### config.mk
export PLATFORM = sky130hd
export DESIGN_NAME = cpu_control_unit
export DESIGN_NICKNAME = d
export VERILOG_FILES = /design/src/rtl/cpu_control_unit.sv
export SDC_FILE = /design/constraint.sdc
export NUM_CORES = 1
export LEC_CHECK = 0
export ABC_CLOCK_PERIOD_IN_PS = 2000
export BUFFER_PORTS_ARGS = -buffer_cell sky130_fd_sc_hd__buf_2
export CELL_PAD_IN_SITES_DETAIL_PLACEMENT = 1
export CELL_PAD_IN_SITES_GLOBAL_PLACEMENT = 1
export CORE_ASPECT_RATIO = 0.75
export CORE_MARGIN = 8
export CORE_UTILIZATION = 37
export CTS_BUF_LIST = sky130_fd_sc_hd__clkbuf_8
export DETAILED_ROUTE_END_ITERATION = 8
export GPL_ROUTABILITY_DRIVEN = 0
export HOLD_SLACK_MARGIN = 0.06
export PLACE_DENSITY_LB_ADDON = 0.05
export SLEW_MARGIN = 5
export SYNTH_ARGS = -nofsm -noshare
export SYNTH_HDL_FRONTEND = slang
export SYNTH_SLANG_ARGS = --single-unit
### constraint.sdc
create_clock -name clock -period 2 [get_ports clock]
set_input_delay 0.2 -clock clock [delete_from_list [all_inputs] [get_ports clock]]
set_output_delay 0.2 -clock clock [all_outputs]
set_load 0.1 [all_outputs]
### src/rtl/cpu_control_unit.sv
// rtl/cpu_control_unit.sv - multi-cycle control FSM for the 8-bit accumulator CPU
// Define CU_MEM_HANDSHAKE_EN to honour mem_ready; otherwise memory phases are single-cycle.
module cpu_control_unit #(
    parameter int OPW  = 4,
    parameter int RETW = 8
) (
    input  logic            clock,
    input  logic            reset,
    input  logic [OPW-1:0]  opcode,
    input  logic            zero,
    input  logic            carry,
    input  logic            mem_ready,
    output logic            LoadIR,
    output logic            IncPC,
    output logic            LoadPC,
    output logic            LoadAcc,
    output logic [1:0]      AccSrc,
    output logic [2:0]      AluOp,
    output logic            MemRead,
    output logic            MemWrite,
    output logic            AddrSel,
    output logic            halted,
    output logic [RETW-1:0] retired
);

    typedef enum logic [2:0] {
        S_FETCH,
        S_DECODE,
        S_EXEC,
        S_MEM_RD,
        S_MEM_WR,
        S_HALT
    } state_t;

    localparam logic [OPW-1:0] OP_NOP = OPW'(4'h0);
    localparam logic [OPW-1:0] OP_LDA = OPW'(4'h1);
    localparam logic [OPW-1:0] OP_STA = OPW'(4'h2);
    localparam logic [OPW-1:0] OP_ADD = OPW'(4'h3);
    localparam logic [OPW-1:0] OP_SUB = OPW'(4'h4);
    localparam logic [OPW-1:0] OP_AND = OPW'(4'h5);
    localparam logic [OPW-1:0] OP_OR  = OPW'(4'h6);
    localparam logic [OPW-1:0] OP_XOR = OPW'(4'h7);
    localparam logic [OPW-1:0] OP_NOT = OPW'(4'h8);
    localparam logic [OPW-1:0] OP_LDI = OPW'(4'h9);
    localparam logic [OPW-1:0] OP_JMP = OPW'(4'hA);
    localparam logic [OPW-1:0] OP_JZ  = OPW'(4'hB);
    localparam logic [OPW-1:0] OP_JC  = OPW'(4'hC);
    localparam logic [OPW-1:0] OP_SHL = OPW'(4'hD);
    localparam logic [OPW-1:0] OP_SHR = OPW'(4'hE);
    localparam logic [OPW-1:0] OP_HLT = OPW'(4'hF);

    state_t          state_q, state_d;
    logic [RETW-1:0] retired_q, retired_d;
    logic            ready;

`ifdef CU_MEM_HANDSHAKE_EN
    assign ready = mem_ready;
`else
    logic unused_mem_ready;
    assign unused_mem_ready = mem_ready;
    assign ready = 1'b1;
`endif

    always_ff @(posedge clock or posedge reset) begin
        if (reset) begin
            state_q   <= S_FETCH;
            retired_q <= '0;
        end else begin
            state_q   <= state_d;
            retired_q <= retired_d;
        end
    end

    always_comb begin
        state_d  = state_q;
        LoadIR   = 1'b0;
        IncPC    = 1'b0;
        LoadPC   = 1'b0;
        LoadAcc  = 1'b0;
        AccSrc   = 2'd0;
        AluOp    = 3'b000;
        MemRead  = 1'b0;
        MemWrite = 1'b0;
        AddrSel  = 1'b0;
        halted   = 1'b0;

        case (state_q)
            S_FETCH: begin
                MemRead = 1'b1;
                if (ready) begin
                    LoadIR  = 1'b1;
                    IncPC   = 1'b1;
                    state_d = S_DECODE;
                end
            end
            S_DECODE: begin
                case (opcode)
                    OP_NOP:                                      state_d = S_FETCH;
                    OP_STA:                                      state_d = S_MEM_WR;
                    OP_HLT:                                      state_d = S_HALT;
                    OP_LDA, OP_ADD, OP_SUB, OP_AND, OP_OR, OP_XOR: state_d = S_MEM_RD;
                    default:                                     state_d = S_EXEC;
                endcase
            end
            S_EXEC: begin
                state_d = S_FETCH;
                case (opcode)
                    OP_LDI: begin LoadAcc = 1'b1; AccSrc = 2'd2; end
                    OP_NOT: begin LoadAcc = 1'b1; AluOp = 3'b101; end
                    OP_SHL: begin LoadAcc = 1'b1; AluOp = 3'b110; end
                    OP_SHR: begin LoadAcc = 1'b1; AluOp = 3'b111; end
                    OP_JMP: LoadPC = 1'b1;
                    OP_JZ:  LoadPC = zero;
                    OP_JC:  LoadPC = carry;
                    default: ;
                endcase
            end
            S_MEM_RD: begin
                MemRead = 1'b1;
                AddrSel = 1'b1;
                if (ready) begin
                    LoadAcc = 1'b1;
                    state_d = S_FETCH;
                    case (opcode)
                        OP_LDA:  AccSrc = 2'd1;
                        OP_SUB:  AluOp = 3'b001;
                        OP_AND:  AluOp = 3'b010;
                        OP_OR:   AluOp = 3'b011;
                        OP_XOR:  AluOp = 3'b100;
                        default: AluOp = 3'b000;
                    endcase
                end
            end
            S_MEM_WR: begin
                MemWrite = 1'b1;
                AddrSel  = 1'b1;
                if (ready) begin
                    state_d = S_FETCH;
                end
            end
            S_HALT: halted = 1'b1;
            default: state_d = S_FETCH;
        endcase

        // Strobes are forced low combinationally so a reset pulse kills them within the cycle.
        if (reset) begin
            LoadIR   = 1'b0;
            IncPC    = 1'b0;
            LoadPC   = 1'b0;
            LoadAcc  = 1'b0;
            AccSrc   = 2'd0;
            AluOp    = 3'b000;
            MemRead  = 1'b0;
            MemWrite = 1'b0;
            AddrSel  = 1'b0;
            halted   = 1'b0;
        end
    end

    always_comb begin
        retired_d = retired_q;
        if ((state_d == S_FETCH && state_q != S_FETCH) ||
            (state_d == S_HALT && state_q != S_HALT)) begin
            retired_d = retired_q + 1'b1;
        end
    end

    assign retired = retired_q;

endmodule

* After elaboration in Yosys (flattened, before gate mapping)
Memories as Yosys holds them, arrays and structs flattened. Index checks and enable logic that the tools add are counted.
Word-level totals: memories kept 1, bits in read-only memories 48, flip-flop bits (word level) 11
Cells by class: equality and inequality tests 19, reductions and logical operators 9, mux-type cells 25, add/subtract/negate cells 1
Memory list:
- (no name shown) | words 16, width 3, read ports 1, clocked after memory_dff 0, write ports 0, RTL line 97 | case (opcode)
Operator list (count):
- 4-bit equality test (second input constant) | 7
- 3-bit case mux with 3 select lines | 2
- 4-bit by 3-bit equality test with 1-bit output (second input constant) | 4
- 1-bit 2-to-1 mux | 15
- 3-bit case mux with 4 select lines | 1
- 3-bit equality test (second input constant) | 3
- 8-bit by 1-bit adder with 8-bit output (second input constant) | 1
- 3-bit by 2-bit equality test with 1-bit output (second input constant) | 2
- 3-bit zero test | 2
- 3-bit case mux with 2 select lines | 1
- 4-bit by 1-bit equality test with 1-bit output (second input constant) | 1
- 2-bit 2-to-1 mux | 2
- 2-bit case mux with 2 select lines | 1
- 2-bit OR reduction | 2
- 4-bit OR reduction | 1
- 3-bit by 1-bit equality test with 1-bit output (second input constant) | 1
- 3-bit 2-to-1 mux | 1
- 3-bit inequality test (second input constant) | 1
- 1-bit case mux with 3 select lines | 1
- 3-bit nonzero test | 1
- 1-bit logical AND | 2
- 1-bit case mux with 2 select lines | 1
- 1-bit logical OR | 1

* Longest topological paths before layout
Gate-level depths: netlist of run 1.
depth after elaboration 5, depth in mapped cells 5

* Worst setup path after synthesis of run 1
Ideal clock, no wire load.
path type register to output, start point register state_q[1], end point output LoadIR, arrival 4.165 ns, path slack -2.365 ns, path buffers 2, stages on the path, launching flop included 4, data required time 1.800 ns, cells stage by stage dfrtp_1 -> buf_2 -> nor4_1 -> buf_4
Between the ends: cells in the longest elaborated chain, start to end 3
RTL lines:
- from (decl) | RTL line 52 | state_t state_q, state_d;
- from (signal assigned) | RTL line 69 | state_q <= state_d;
- 3-bit zero test
- 1-bit 2-to-1 mux (2 in series)
- to (decl) | RTL line 13 | output logic LoadIR,
Every way passes these cells.

* Worst setup path after layout of run 1
start point register state_q[2], end point output AluOp[1]
Between the ends: cells in the longest elaborated chain, start to end 3
RTL lines:
- 3-bit by 2-bit equality test with 1-bit output | RTL line 87 | case (state_q)
- 3-bit case mux with 2 select lines * | RTL line 87
- 3-bit 2-to-1 mux * | RTL line 146 | if (reset) begin
- to (decl) | RTL line 18 | output logic [2:0] AluOp,
Every way passes the cells marked *; elsewhere a longest branch is shown, timed or not.

==> implementation parameters, run 1 <==
Parameter                              Value

Synthesis
  Main area contributors after synthesis    sky130_fd_sc_hd__dfrtp_1 (32%), sky130_fd_sc_hd__xor2_1 (7.1%), sky130_fd_sc_hd__a21oi_1 (6.4%)
  Avg Inst Size Synth    between 8 and 9 um2
  EDFF count, synth    0
  Number of distinct library cells after synthesis    35
  Share of flip-flops with an asynchronous set or reset    100%
  Register bit total from synthesis    11
  Count of synthesis-stage warnings from yosys    0
  Netlist Area Pre-Place    ~860 um2
  Gate Count Post-Synth    roughly 100
  Post-synthesis cell type with the largest combined area    sky130_fd_sc_hd__dfrtp_1
  Main synth FF type    sky130_fd_sc_hd__dfrtp_1
  Sequential-to-total area share from yosys stat    32.1%
  Area share of the largest cell type after synthesis    between 30% and 40%
  Net Count, Synth    111

Die
  Die area    slightly above 4000 um2
  Num rows    15
  I/O pin cnt    30
  Total core area    2250 um2
  Die Y    roughly 58 um
  Die extent in x    71.6 um
  Effective utilization at floorplan    between 30% and 40%

Layout
  Total Nets Final    144
  Antenna fix cells    0
  Layout-stage area growth over the synthesis result    56.4%
  Total area of sequential cells    277 um2
  Commonest cells after routing, fill and taps aside    sky130_fd_sc_hd__buf_2 (20), sky130_fd_sc_hd__nand2_1 (10), sky130_fd_sc_hd__dfrtp_1 (10), sky130_fd_sc_hd__a21oi_1 (9)
  Most frequent standard cell in the layout excluding fill and tap cells    sky130_fd_sc_hd__buf_2
  Area used by multi-input combinational logic    667 um2
  Layout cells sized above 1    45.9%
  Fillcell total    approximately 250

Setup path
  Maximum fanout along the worst path    7
  Critical path required time    1.80 ns
  Category of the worst setup path capture point    output pin
  Arrival time worst endpoint    between 1.5 and 2 ns
  Startpoint types    register
  Kind of critical path    register to output pin

GRT
  Antenna violations before repair    0
  Maximum number of pins on one net before global-route repair    16
  GR Util All Layers    between 10% and 20%
  Total global routing overflow    0
  Vias in the first global route    911
  Global-route wire length before repair    4620 um

Placed design
  Estimated wirelength of the detail-placed design    2150 um
  Port buffer count    28
  Worst setup timing slack at the placement stage    ~0.24 ns

Clocking
  Number of H-tree levels    1
  CTS hold repair buffers    0
  Clock latency on the worst-skew pair    0.24 ns
  CTS tree    yes
  Clock-pin slew on the worst setup and hold paths    0.05 ns
  Total CTS buffers    3
  Longest Clk Path Bufs    2
  Post-CTS setup buffers    0
  Clock tree root buffer cell    sky130_fd_sc_hd__clkbuf_8
  Number of clock sinks    11

Route
  Wire length reported by the detailed router    between 2000 and 3000 um
  Detail Route Antenna Nets    0
  Drc violations    0
  Detailed router's first-iteration violation count    21
  Number of vias after detailed routing    883
  WL per Instance    18.5 um
  First-pass DRT Iterations    4
  Ratio of routed vias to standard cells    5.59

Pwr
  Worst IR drop on VDD    0.854 mV
  Power density normalized to cell area    1690 nW/um2
  Reported leakage power    0.535 nW

STA
  Min Hold Slack    about 0.098 ns
  Unrepaired setup endpoints after global routing    yes
  Crit path time final    between 1.5 and 2 ns
  Final-report hold violation count    0
  Fin worst setup slack    0.0448 ns
  Achievable Freq    511 MHz
  Total of endpoints with negative setup slack in the final report    0
  Fin. max-slew vios    0
  Setup Total Neg Slack    0 ns
  Transition time at the pin with the least slew margin    0.492 ns
  Worst slew margin relative to its limit    67.5%
  Tcrit/Tclk final    a little over nine tenths
  Final setup skew    0.00463 ns

Flow run
  Count of max-cap constraint violations    0

Run status
  Result of the run    finished clean

Min path
  Kind of path behind the tightest hold check    primary input to asynchronous set/reset pin
==> cells in the mapped netlist, types with 2 or more instances <==
master                     instances
sky130_fd_sc_hd__nor2b_1           2
sky130_fd_sc_hd__nor2_1            5
sky130_fd_sc_hd__dfrtp_1          11
sky130_fd_sc_hd__a21oi_1          11
sky130_fd_sc_hd__nand2b_1          4
sky130_fd_sc_hd__nand3b_1          3
sky130_fd_sc_hd__clkbuf_1          2
sky130_fd_sc_hd__a211oi_1          2
sky130_fd_sc_hd__nand3_1           5
sky130_fd_sc_hd__buf_2             3
sky130_fd_sc_hd__nand2_1          11
sky130_fd_sc_hd__inv_1             3
sky130_fd_sc_hd__nor3_1            3
sky130_fd_sc_hd__nor4_1            3
sky130_fd_sc_hd__xor2_1            7
sky130_fd_sc_hd__buf_4             3
sky130_fd_sc_hd__o21ai_0           2
sky130_fd_sc_hd__or3_1             4
==> final cells by class <==
cell class / instances / area share [%]
inverters: 3 / 0.839
clock buffers: 3 / 3.08
repair buffers: 36 / 23.2
well taps: 25 / 2.33
multi-input cells: 79 / 49.7
flip-flops and latches: 11 / 20.6
clock inverters: 1 / 0.280
==> routing by layer <==
| layer | GRT usage (%) | part of all wire (%) | vias to the layer above | wire, um |
|---|---|---|---|---|
| li1 | - | - | 427 | - |
| met1 | 17.4 | 44 | 428 | 1300 |
| met2 | 22.2 | 48 | 24 | 1410 |
| met3 | 4.48 | 6.0 | 4 | 174 |
| met4 | 4.35 | 1.3 | 0 | 37 |
| met5 | 0 | 0 | - | 0 |
==> worst max-delay path: stages, from the launching register on <==
cell                        delay (ns)
sky130_fd_sc_hd__dfrtp_2          0.45
sky130_fd_sc_hd__nand3b_1         0.20
sky130_fd_sc_hd__or2_4            0.28
sky130_fd_sc_hd__a2111oi_4        0.35
sky130_fd_sc_hd__buf_12           0.22
==> metrics by stage <==
step           cells  cell area (um2)  utilization [%]  total power, mW
3_5_place_dp     154             1260             55.8             2.00
2_1_floorplan    101              972                -             1.70
3_3_place_gp     154             1260             55.8             1.96
4_1_cts          158             1300             57.9             2.24
5_1_grt          158             1340             59.6             2.37
6_report         158             1340             59.6             2.27
==> registers in the layout, indices dropped and copies added, names as in the netlist <==
register,flops
state_q,3
retired,8
==> timing repair <==
| action | 4_1_cts | 5_1_grt |
|---|---|---|
| setup endpoints to repair | 2 | 4 |
| resized for setup | 1 | 8 |
| pin swaps | 1 | 1 |
==> cell families after synthesis <==
family,share of synthesized area [%]
compound gates,17.6
xor+xnor,8.16
flops,32.1
mux,1.31
fa+ha+maj,1.46
buf+inv,6.56
simple gates,32.8
==> worst paths after layout <==
path / slack [ns] / from / to / cells past startpoint
min: 0.1 / reset / retired[6] / 3
max: 0.04 / state_q[2] / AluOp[1] / 4
min in group clock: 0.40 / opcode[1] / state_q[2] / 3
min reg2reg: 0.47 / retired[7] / retired[7] / 1
max reg2reg: 0.40 / state_q[0] / retired[1] / 5
max in group asynchronous: 1.74 / reset / state_q[2] / 3
==> power breakdown <==
part / internal (mW) / total (mW) / switching [mW] / leakage, nW
clock network: 0.135 / 0.223 / 0.0881 / 0.0269
logic: 0.349 / 1.57 / 1.22 / 0.382
registers: 0.330 / 0.473 / 0.142 / 0.126
total: 0.814 / 2.27 / 1.45 / 0.535
(Power assumes the default switching activity.)
==> run 2, diff against run 1 <==
Settings changed: ABC_CLOCK_PERIOD_IN_PS 2000 to 1600, CAP_MARGIN set to 30, CORE_UTILIZATION 37 to 33.
Clock period 2 ns to 1.6 ns, I/O delays scaled along.
==> run 2 against run 1 <==
The flow now finishes with violations (setup timing); final cell count increased by 16%; first-iteration DRC count rose by 48%; setup slack got worse by 0.41 ns; utilization is 8.8 points higher; global-route usage is 4.5 points higher; non-clock buffer count grew 15; total power grew 57%; clock-buffer cell count unchanged; register-to-register slack worse by 0.44 ns; critical path depth is 1 higher; clock skew shrank 0.0012 ns; critical endpoint is now AluOp[0]; largest cell class unchanged; largest power group unchanged; highest routed layer unchanged.
==> implementation parameters, run 2 (synthesis gave the netlist of run 1 again) <==
Parameter                              Value

Run status
  Result of the run    finished with violations
  Violations in the final reports    setup timing

Layout
  Commonest cells after routing, fill and taps aside    sky130_fd_sc_hd__buf_2 (15), sky130_fd_sc_hd__buf_12 (13), sky130_fd_sc_hd__buf_4 (13), sky130_fd_sc_hd__dfrtp_2 (9), sky130_fd_sc_hd__buf_6 (8)
  Layout-stage area growth over the synthesis result    103%
  Most frequent standard cell in the layout excluding fill and tap cells    sky130_fd_sc_hd__buf_2
  Max reg flops    8
  Core occupancy in the finished layout    68.4%
  Fillcell total    approximately 260
  Antenna fix cells    0
  Post-Layout Cell Count    184
  Total Nets Final    159
  Layout cells sized above 1    68.9%

Die
  Die extent in x    74.9 um
  Die area    ~4500 um2
  I/O pin cnt    30
  Die Y    approximately 60 um
  Total core area    2540 um2
  Effective utilization at floorplan    33.8%
  Num rows    16

Clocking
  Total CTS buffers    3
  Clock latency on the worst-skew pair    0.25 ns
  Clock tree root buffer cell    sky130_fd_sc_hd__clkbuf_8
  CTS hold repair buffers    0
  Number of H-tree levels    1
  Longest Clk Path Bufs    2
  Clock-pin slew on the worst setup and hold paths    about 0.060 ns
  CTS tree    yes
  Number of clock sinks    11

GRT
  Total global routing overflow    0
  Maximum number of pins on one net before global-route repair    12
  GR Util All Layers    roughly 18%
  Antenna violations before repair    0
  Global-route wire length before repair    around 6000 um
  Vias in the first global route    1,108

Route
  Detail Route Antenna Nets    0
  Detailed router's first-iteration violation count    31
  Number of vias after detailed routing    around 1,000
  WL per Instance    22.6 um
  Drc violations    0
  Wire length reported by the detailed router    4160 um
  First-pass DRT Iterations    4
  Ratio of routed vias to standard cells    ~5.5

Placed design
  Estimated wirelength of the detail-placed design    2440 um
  Placed instance count    173
  Port buffer count    28

STA
  Transition time at the pin with the least slew margin    0.491 ns
  Worst slew margin relative to its limit    66.8%
  Setup Total Neg Slack    -2.39 ns
  Achievable Freq    509 MHz
  Final setup skew    0.00347 ns
  Final-report hold violation count    0
  Fin. max-slew vios    0
  Total of endpoints with negative setup slack in the final report    16
  Unrepaired setup endpoints after global routing    yes
  Crit path time final    1.96 ns
  Tcrit/Tclk final    123%
  Fin worst setup slack    -0.365 ns

Pwr
  Reported leakage power    0.652 nW
  Power density normalized to cell area    2050 nW/um2
  Worst IR drop on VDD    1.73 mV

Setup path
  Kind of critical path    register to output pin
  Category of the worst setup path capture point    output pin
  Maximum fanout along the worst path    4
  Arrival time worst endpoint    1.80 ns
  Startpoint types    register
  Critical path required time    1.44 ns

Flow run
  Count of max-cap constraint violations    0

Min path
  Kind of path behind the tightest hold check    primary input to asynchronous set/reset pin
[run 2: cell count changes in the layout (fill, tap and decap cells not counted), sizes merged]
cell,before,now
clkinvlp,0,1
clkinv,0,1
buf,35,51
inv,4,2
clkbuf,4,3
[run 2: power by group]
| group | leakage, nW | total, mW | switching [mW] | internal (mW) |
|---|---|---|---|---|
| Combinational | 0.508 | 2.62 | 1.81 | 0.808 |
| Sequential | 0.118 | 0.636 | 0.204 | 0.433 |
| Clock | 0.0255 | 0.305 | 0.132 | 0.173 |
| Total | 0.652 | 3.56 | 2.15 | 1.41 |
[run 2: cell type report]
type	instances	area [um2]	share of cell area [%]
sequential	11	287	16.5
tap	36	45.0	2.59
clock buffer	3	41.3	2.37
inverter	3	15.0	0.863
clock inverter	1	5.00	0.288
multi-input combinational	79	793	45.6
timing repair buffer	51	553	31.8
[run 2: final timing paths]
path	startpoint	to	slack, ns	depth (start not counted)
max	state_q[2]	AluOp[0]	-0.36	5
min	reset	retired[6]	0.19	4
max reg2reg	state_q[0]	retired[1]	-0.04	6
min reg2reg	retired[4]	retired[4]	0.50	1
max in group asynchronous	reset	retired[1]	1.23	4
min in group clock	opcode[1]	state_q[2]	0.28	3
[run 2: critical path: stages (launching register included)]
cell and delay (ns):
sky130_fd_sc_hd__dfrtp_2 0.44, sky130_fd_sc_hd__buf_6 0.13, sky130_fd_sc_hd__nor4bb_4 0.36, sky130_fd_sc_hd__a32oi_2 0.18, sky130_fd_sc_hd__nor3_4 0.24, sky130_fd_sc_hd__buf_12 0.20
[run 2: timing repair]
action | CTS | global route
setup buffers | 6 | 2
pin swaps | 13 | 15
resized for setup | 27 | 21
endpoints found under the setup margin | 12 | 19
hold endpoints to repair | 0 | 0
gates cloned | 0 | 0
[run 2: per-layer routing]
metal / wire length [um] / global-route usage [%] / vias up
li1: - / - / 454
met1: 1720 / 21.3 / 517
met2: 2030 / 29.2 / 35
met3: 250 / 6.53 / 12
met4: 159 / 8.89 / 0
met5: 0 / 0 / -
[run 2: per-stage QoR]
step	cell area [um2]	total power [mW]	setup slack [ns]	hold WS [ns]
finish	1740	3.56	-0.365	0.193
CTS	1650	3.27	-0.265	0.156
detailed placement	1430	2.69	-0.0879	0.393
floorplan	977	2.14	-0.785	0.0202
global route	1740	3.69	-0.428	0.210
global placement	1430	2.63	-0.0272	0.376
